## src/rtl/ccd_capture_seq.sv

```systemverilog
// Capture sequencer for the CCD timing generator: programs it over APB, enables it,
// counts synchronised frame starts and shuts it down after the requested frames.
module ccd_capture_seq #(
   parameter logic [23:0] SOF_TIMEOUT = 24'd12_000_000,
   parameter logic [15:0] DRAIN_GAP   = 16'd8192
) (
   input  logic        clk,
   input  logic        rst_n,
   input  logic        start,
   input  logic        abort,
   input  logic        continuous,
   input  logic [7:0]  num_frames,
   input  logic        cfg_embed_eshut,
   input  logic        cfg_start_eshut,
   input  logic [3:0]  cfg_vskip,
   input  logic [14:0] cfg_delay_h,
   input  logic [14:0] cfg_delay_v,
   input  logic [14:0] cfg_eshut_line,
   input  logic        dvp_vsync,
   input  logic        dvp_hsync,
   output logic        m_apb_psel,
   output logic        m_apb_penable,
   output logic        m_apb_pwrite,
   output logic [15:0] m_apb_paddr,
   output logic [31:0] m_apb_pwdata,
   input  logic        m_apb_pready,
   output logic        busy,
   output logic        done,
   output logic        frame_sof,
   output logic [7:0]  frame_cnt,
   output logic        err_timeout
);

   localparam logic [15:0] ADDR_CTRL    = 16'h0000;
   localparam logic [15:0] ADDR_DELAY_H = 16'h0004;
   localparam logic [15:0] ADDR_DELAY_V = 16'h0008;
   localparam logic [15:0] ADDR_ESHUT   = 16'h000C;

   typedef enum logic [3:0] {
      ST_IDLE     = 4'd0,
      ST_WR_DH    = 4'd1,
      ST_WR_DV    = 4'd2,
      ST_WR_ES    = 4'd3,
      ST_WR_ON    = 4'd4,
      ST_WAIT_SOF = 4'd5,
      ST_WR_OFF   = 4'd6,
      ST_DRAIN    = 4'd7,
      ST_DONE     = 4'd8
   } state_t;

   state_t      state_r;
   logic        vs_meta_r, vs_sync_r, vs_prev_r;
   logic        hs_meta_r, hs_sync_r, hs_prev_r;
   logic        cont_r, embed_r, sest_r, abort_pend_r;
   logic [7:0]  nfr_r;
   logic [3:0]  vskip_r;
   logic [14:0] dh_r, dv_r, esl_r;
   logic [23:0] wd_cnt_r;
   logic [15:0] gap_cnt_r;

   logic        sof_s, line_s, last_s, abort_any_s, wd_expired_s, gap_done_s;
   logic [7:0]  target_s;

   // Generator CTRL register layout; output enables are always driven high.
   function automatic logic [31:0] ctrl_word(input logic en, input logic [3:0] vskip,
                                             input logic sest, input logic embed);
      return {22'd0, 1'b1, 1'b1, vskip, sest, embed, 1'b0, en};
   endfunction

   assign sof_s        = vs_prev_r & ~vs_sync_r;
   assign line_s       = hs_prev_r & ~hs_sync_r;
   assign target_s     = (nfr_r == 8'd0) ? 8'd1 : nfr_r;
   assign last_s       = ~cont_r & (({1'b0, frame_cnt} + 9'd1) == {1'b0, target_s});
   assign abort_any_s  = abort | abort_pend_r;
   assign wd_expired_s = (wd_cnt_r == (SOF_TIMEOUT - 24'd1));
   assign gap_done_s   = (gap_cnt_r == (DRAIN_GAP - 16'd1));

   // Two-flop synchronisers plus a history flop for falling-edge detection.
   always_ff @(posedge clk or negedge rst_n) begin
      if (!rst_n) begin
         vs_meta_r <= 1'b1;
         vs_sync_r <= 1'b1;
         vs_prev_r <= 1'b1;
         hs_meta_r <= 1'b1;
         hs_sync_r <= 1'b1;
         hs_prev_r <= 1'b1;
      end else begin
         vs_meta_r <= dvp_vsync;
         vs_sync_r <= vs_meta_r;
         vs_prev_r <= vs_sync_r;
         hs_meta_r <= dvp_hsync;
         hs_sync_r <= hs_meta_r;
         hs_prev_r <= hs_sync_r;
      end
   end

   // Capture sequencer FSM with APB master and all registered outputs.
   always_ff @(posedge clk or negedge rst_n) begin
      if (!rst_n) begin
         state_r       <= ST_IDLE;
         m_apb_psel    <= 1'b0;
         m_apb_penable <= 1'b0;
         m_apb_pwrite  <= 1'b0;
         m_apb_paddr   <= 16'h0000;
         m_apb_pwdata  <= 32'h0000_0000;
         busy          <= 1'b0;
         done          <= 1'b0;
         frame_sof     <= 1'b0;
         frame_cnt     <= 8'd0;
         err_timeout   <= 1'b0;
         cont_r        <= 1'b0;
         embed_r       <= 1'b0;
         sest_r        <= 1'b0;
         abort_pend_r  <= 1'b0;
         nfr_r         <= 8'd0;
         vskip_r       <= 4'd0;
         dh_r          <= 15'd0;
         dv_r          <= 15'd0;
         esl_r         <= 15'd0;
         wd_cnt_r      <= 24'd0;
         gap_cnt_r     <= 16'd0;
      end else begin
         done      <= 1'b0;
         frame_sof <= sof_s && (state_r != ST_IDLE);
         if (abort && (state_r != ST_IDLE)) begin
            abort_pend_r <= 1'b1;
         end
         case (state_r)
            ST_IDLE: begin
               if (start) begin
                  cont_r        <= continuous;
                  nfr_r         <= num_frames;
                  embed_r       <= cfg_embed_eshut;
                  sest_r        <= cfg_start_eshut;
                  vskip_r       <= cfg_vskip;
                  dh_r          <= cfg_delay_h;
                  dv_r          <= cfg_delay_v;
                  esl_r         <= cfg_eshut_line;
                  err_timeout   <= 1'b0;
                  frame_cnt     <= 8'd0;
                  busy          <= 1'b1;
                  abort_pend_r  <= 1'b0;
                  m_apb_psel    <= 1'b1;
                  m_apb_penable <= 1'b0;
                  m_apb_pwrite  <= 1'b1;
                  m_apb_paddr   <= ADDR_DELAY_H;
                  m_apb_pwdata  <= {17'd0, cfg_delay_h};
                  state_r       <= ST_WR_DH;
               end
            end
            ST_WR_DH, ST_WR_DV, ST_WR_ES, ST_WR_ON, ST_WR_OFF: begin
               if (!m_apb_penable) begin
                  m_apb_penable <= 1'b1;
               end else if (m_apb_pready) begin
                  // Back-to-back transfers go straight into the next setup phase.
                  m_apb_penable <= 1'b0;
                  if (state_r == ST_WR_OFF) begin
                     m_apb_psel <= 1'b0;
                     gap_cnt_r  <= 16'd0;
                     state_r    <= ST_DRAIN;
                  end else if (abort_any_s) begin
                     m_apb_paddr  <= ADDR_CTRL;
                     m_apb_pwdata <= ctrl_word(1'b0, vskip_r, sest_r, embed_r);
                     abort_pend_r <= 1'b0;
                     state_r      <= ST_WR_OFF;
                  end else if (state_r == ST_WR_DH) begin
                     m_apb_paddr  <= ADDR_DELAY_V;
                     m_apb_pwdata <= {17'd0, dv_r};
                     state_r      <= ST_WR_DV;
                  end else if (state_r == ST_WR_DV) begin
                     m_apb_paddr  <= ADDR_ESHUT;
                     m_apb_pwdata <= {17'd0, esl_r};
                     state_r      <= ST_WR_ES;
                  end else if (state_r == ST_WR_ES) begin
                     m_apb_paddr  <= ADDR_CTRL;
                     m_apb_pwdata <= ctrl_word(1'b1, vskip_r, sest_r, embed_r);
                     state_r      <= ST_WR_ON;
                  end else begin
                     m_apb_psel <= 1'b0;
                     wd_cnt_r   <= 24'd0;
                     state_r    <= ST_WAIT_SOF;
                  end
               end
            end
            ST_WAIT_SOF: begin
               if (sof_s) begin
                  wd_cnt_r <= 24'd0;
                  if (frame_cnt != 8'd255) begin
                     frame_cnt <= frame_cnt + 8'd1;
                  end
               end else begin
                  wd_cnt_r <= wd_cnt_r + 24'd1;
               end
               if ((sof_s && last_s) || abort_any_s || (!sof_s && wd_expired_s)) begin
                  if (!sof_s && wd_expired_s) begin
                     err_timeout <= 1'b1;
                  end
                  m_apb_psel    <= 1'b1;
                  m_apb_penable <= 1'b0;
                  m_apb_paddr   <= ADDR_CTRL;
                  m_apb_pwdata  <= ctrl_word(1'b0, vskip_r, sest_r, embed_r);
                  abort_pend_r  <= 1'b0;
                  state_r       <= ST_WR_OFF;
               end
            end
            ST_DRAIN: begin
               if (line_s) begin
                  gap_cnt_r <= 16'd0;
               end else if (gap_done_s) begin
                  done    <= 1'b1;
                  state_r <= ST_DONE;
               end else begin
                  gap_cnt_r <= gap_cnt_r + 16'd1;
               end
            end
            ST_DONE: begin
               busy    <= 1'b0;
               state_r <= ST_IDLE;
            end
            default: begin
               m_apb_psel    <= 1'b0;
               m_apb_penable <= 1'b0;
               busy          <= 1'b0;
               state_r       <= ST_IDLE;
            end
         endcase
      end
   end

endmodule

```

## config.mk

```make
export PLATFORM = sky130hd
export DESIGN_NAME = ccd_capture_seq
export DESIGN_NICKNAME = d
export VERILOG_FILES = /design/src/rtl/ccd_capture_seq.sv
export SDC_FILE = /design/constraint.sdc
export NUM_CORES = 1
export LEC_CHECK = 0
export ABC_CLOCK_PERIOD_IN_PS = 5100
export CAP_MARGIN = 10
export CORE_UTILIZATION = 39
export CTS_CLUSTER_DIAMETER = 40
export CTS_CLUSTER_SIZE = 16
export DETAILED_ROUTE_END_ITERATION = 7
export SKIP_CTS_REPAIR_TIMING = 1
export SLEW_MARGIN = 30
export SYNTH_ARGS = -nofsm -noshare
export SYNTH_HDL_FRONTEND = slang
export SYNTH_SLANG_ARGS = --single-unit
```

## constraint.sdc

```tcl
create_clock -name clk -period 5.1 [get_ports clk]
set_input_delay 0.765 -clock clk [delete_from_list [all_inputs] [get_ports clk]]
set_output_delay 0.765 -clock clk [all_outputs]
set_load 0.005 [all_outputs]
```

==> summary.txt <==
STA
  • Setup TNS: 0 ns
  • Fmax: 300 MHz
  • RSZ-0062 raised after global routing: false
  • Final setup viols: 0
  • Max-slew violations: 0
  • Fin crit period: 3.33 ns
  • Max transition margin: 50.6%
  • WHS: 0.277 ns
  • Tightest Pin Transition: 0.740 ns
  • Final Hold Violating Endpoints: 0
  • Period utilisation layout: 65.3%
  • Clk_skew: 0.0105 ns

Clock network
  • Num CTS Buffers: 17
  • Clock sink total: 128
  • Clock Pin Slew Worst Setup and Hold Paths: 0.06 ns
  • TritonCTS clock tree: done
  • Max Buffers Root-to-Sink: 2
  • Clock latency on the worst-skew pair: 0.42 ns
  • CTS Root Cell: clkbuf_16
  • H-tree depth: 4

Power and ir drop
  • Lkg Pwr: 0.00357 µW
  • Pwr dens: 539 mW/mm²
  • Max VDD drop: 278 µV

Synth
  • Sequential share of the synthesized area: 48.7%
  • Synth Flop Type: dfrtp_1
  • Ys async rst share: 100%
  • Syn. warnings: 0
  • Syn Area/Cell: 9.92 µm²
  • Mapped Area: 0.00659 mm²
  • FF+latch count, synth: 128
  • Synthesized instance count: 664
  • EDFF count, synth: 0
  • Cell variety after synth: 56

Floorplanning
  • Chip width: 132 µm
  • Initial core utilization: 39.9%
  • Core area: 0.0165 mm²
  • IO Count: 130
  • Row cnt: 47
  • Die height: 132 µm
  • Die ar.: 0.0174 mm²

GRT
  • Gr ovfl total: 0
  • First-pass GRT wire length: 27.0 mm
  • Met2 global-route usage: 31.2%
  • Gr busiest metal: met2
  • Met1 Use GR: 26.0%
  • GRT Util Overall: 19.5%
  • Met3 GRT Util: 4.23%
  • Vias in the first global route: 5311
  • Largest net degree at the start of global routing: 50
  • Initial antenna violation count: 0

Setup path
  • Worst Setup SP: frame_cnt[0]
  • Worst-path cell chain: ha_1 > xor2_1 > a2111o_1 > a2111oi_2 > o311a_1 > a31oi_2 > nor4_4 > buf_4 > mux2_2
  • CP max FO: 12
  • Worst endpoint required time: 5.40 ns
  • Worst setup EP type: register
  • Critical Path Start Type: register
  • Slowest cell on the critical path: nor4_4
  • Worst R2R Start: frame_cnt[0]
  • Worst stage delay on the critical path: 0.56 ns
  • Cell count of the worst reg-to-reg path: 9
  • Crit path kind: reg -> reg
  • R2R setup slack: 1.77 ns
  • CP delay by family, top: compound AO/OA/AOI/OAI gates
  • CP arrival: 3.63 ns
  • CP Capture Point: m_apb_pwdata[3]
  • Cell depth of the worst setup path: 9
  • Crit Reg-Reg Endpoint: m_apb_pwdata[3]
  • Worst path buffer plus inverter count: 1

Final layout
  • Ant. Diodes: 0
  • Commonest non-fill, non-tap cell in the layout: dfrtp_1
  • Share of cells above drive strength 1: 15.4%
  • Area Growth Syn to Fin: 26.1%
  • Final nets: 830
  • Commonest non-fill, non-tap cells in the layout: dfrtp_1 (122), clkdlybuf4s50_1 (97), o21ai_0 (79)
  • Fin area: 0.00830 mm²

Drt
  • Via-to-Cell Ratio: 5.40
  • Number of routed nets with antenna violations: 0
  • DRT Wirelength: 16.3 mm
  • Via count: 5366
  • DRC: 0
  • Avg WL per Cell: 16.4 µm
  • Iter 0 DRT Violations: 443
  • Initial DRT Pass Iterations: 6

Flow run
  • Max_cap viols: 0

Placed design
  • RePlAce Congestion: 0.827
  • Port Buffers: 98
  • HPWL Detailed: 11.4 mm
  • DP Area: 0.00767 mm²

Min path
  • Min-delay worst type: in -> async

Run status
  • Status: finished, final reports clean
synth_stat cells (2+ instances only):
cell type	instances	area, µm²
dfrtp_1	122	3050
o21ai_0	79	395
nand2_1	65	244
mux2_2	53	597
nor2_1	45	169
a21oi_1	44	220
buf_4	31	233
clkbuf_1	25	93.8
and3_1	22	138
nand3_1	15	75.1
nand4_1	11	68.8
xor2_1	11	96.3
and2_1	9	56.3
mux2_4	9	135
nor3_1	9	45.0
o22ai_1	9	56.3
inv_1	8	30.0
nand2b_1	8	50.1
o31ai_1	7	52.6
or3_1	7	43.8
xnor2_1	7	61.3
a22oi_1	6	45.0
dfstp_2	6	158
a31oi_1	5	31.3
nor2b_1	4	25.0
nor4_1	4	25.0
ha_1	3	37.5
nand3b_1	3	22.5
nor4b_1	3	26.3
a21o_1	2	15.0
and4_1	2	17.5
mux2i_1	2	20.0
o41ai_1	2	17.5
or2_2	2	12.5
or4_1	2	15.0
or4b_2	2	20.0
metal layers:
metal  up-vias  share of wire, %
met4         0               1.7
met3        23               4.9
li1       2518                 -
met2       209                47
met5         -                 0
met1      2616                46
state kept, by name, summed over array words and instances (netlist names), 2 cells and up:
signal	count
gap_cnt_r	16
wd_cnt_r	24
m_apb_paddr	2
m_apb_pwdata	15
frame_cnt	8
vskip_r	4
esl_r	15
dv_r	15
state_r	4
nfr_r	8
logic make-up (layout without fill, tap and decap cells):
family / Yosys count / after routing / synth area share, %
XOR/XNOR: 18 / 18 / 2.39
AO/OA/AOI/OAI: 166 / 166 / 14.4
adder cells (fa/ha/maj): 3 / 3 / 0.570
flip-flops: 128 / 128 / 48.7
multiplexers: 64 / 64 / 11.4
other: 1 / 31 / 0.0569
AND/OR/NAND/NOR: 217 / 217 / 16.7
buffers and inverters: 67 / 146 / 5.72
how the worst min path moves through the flow:
stage	to	slack [ns]	depth (start not counted)
global placement	hs_sync_r	0.35	0
floorplan	hs_sync_r	0.35	0
detailed placement	hs_sync_r	0.35	0
global route	wd_cnt_r[8]	0.31	1
finish	wd_cnt_r[18]	0.28	1
CTS	wd_cnt_r[17]	0.29	1
worst reg2reg max path: cells and delay by family, from the launching register on:
family	cells	cell delay (ns)
fa+ha+maj	1	0.35
compound gates	4	0.98
mux	1	0.36
flops	1	0.44
xor+xnor	1	0.17
simple gates	1	0.56
buf+inv	1	0.34
area by class of cell:
| class | instances | area (µm²) |
|---|---|---|
| clock buffer | 18 | 439 |
| clock inverter | 14 | 189 |
| fill | 1454 | 8220 |
| inverter | 8 | 30.0 |
| multi-input combinational | 499 | 3120 |
| sequential | 128 | 3210 |
| tap | 220 | 275 |
| timing repair buffer | 106 | 1040 |
report_power, final:
part | leakage (µW) | internal [µW] | switching (µW) | total (µW)
combinational | 0.00166 | 808 | 780 | 1590
sequential | 0.00162 | 1320 | 279 | 1600
clock | 0.000290 | 828 | 461 | 1290
stage by stage:
step | total power (µW) | worst slack [ns] | cells | util, %
after floorplan | 2660 | 2.17 | 694 | -
after global routing | 4750 | 1.53 | 993 | 50.3
final | 4480 | 1.77 | 993 | 50.3
after CTS | 4510 | 1.76 | 993 | 50.2
after detailed placement | 3190 | 1.77 | 961 | 46.4
after global placement | 3120 | 1.85 | 961 | 46.4
No activity file was read; power rests on OpenSTA's default activity.
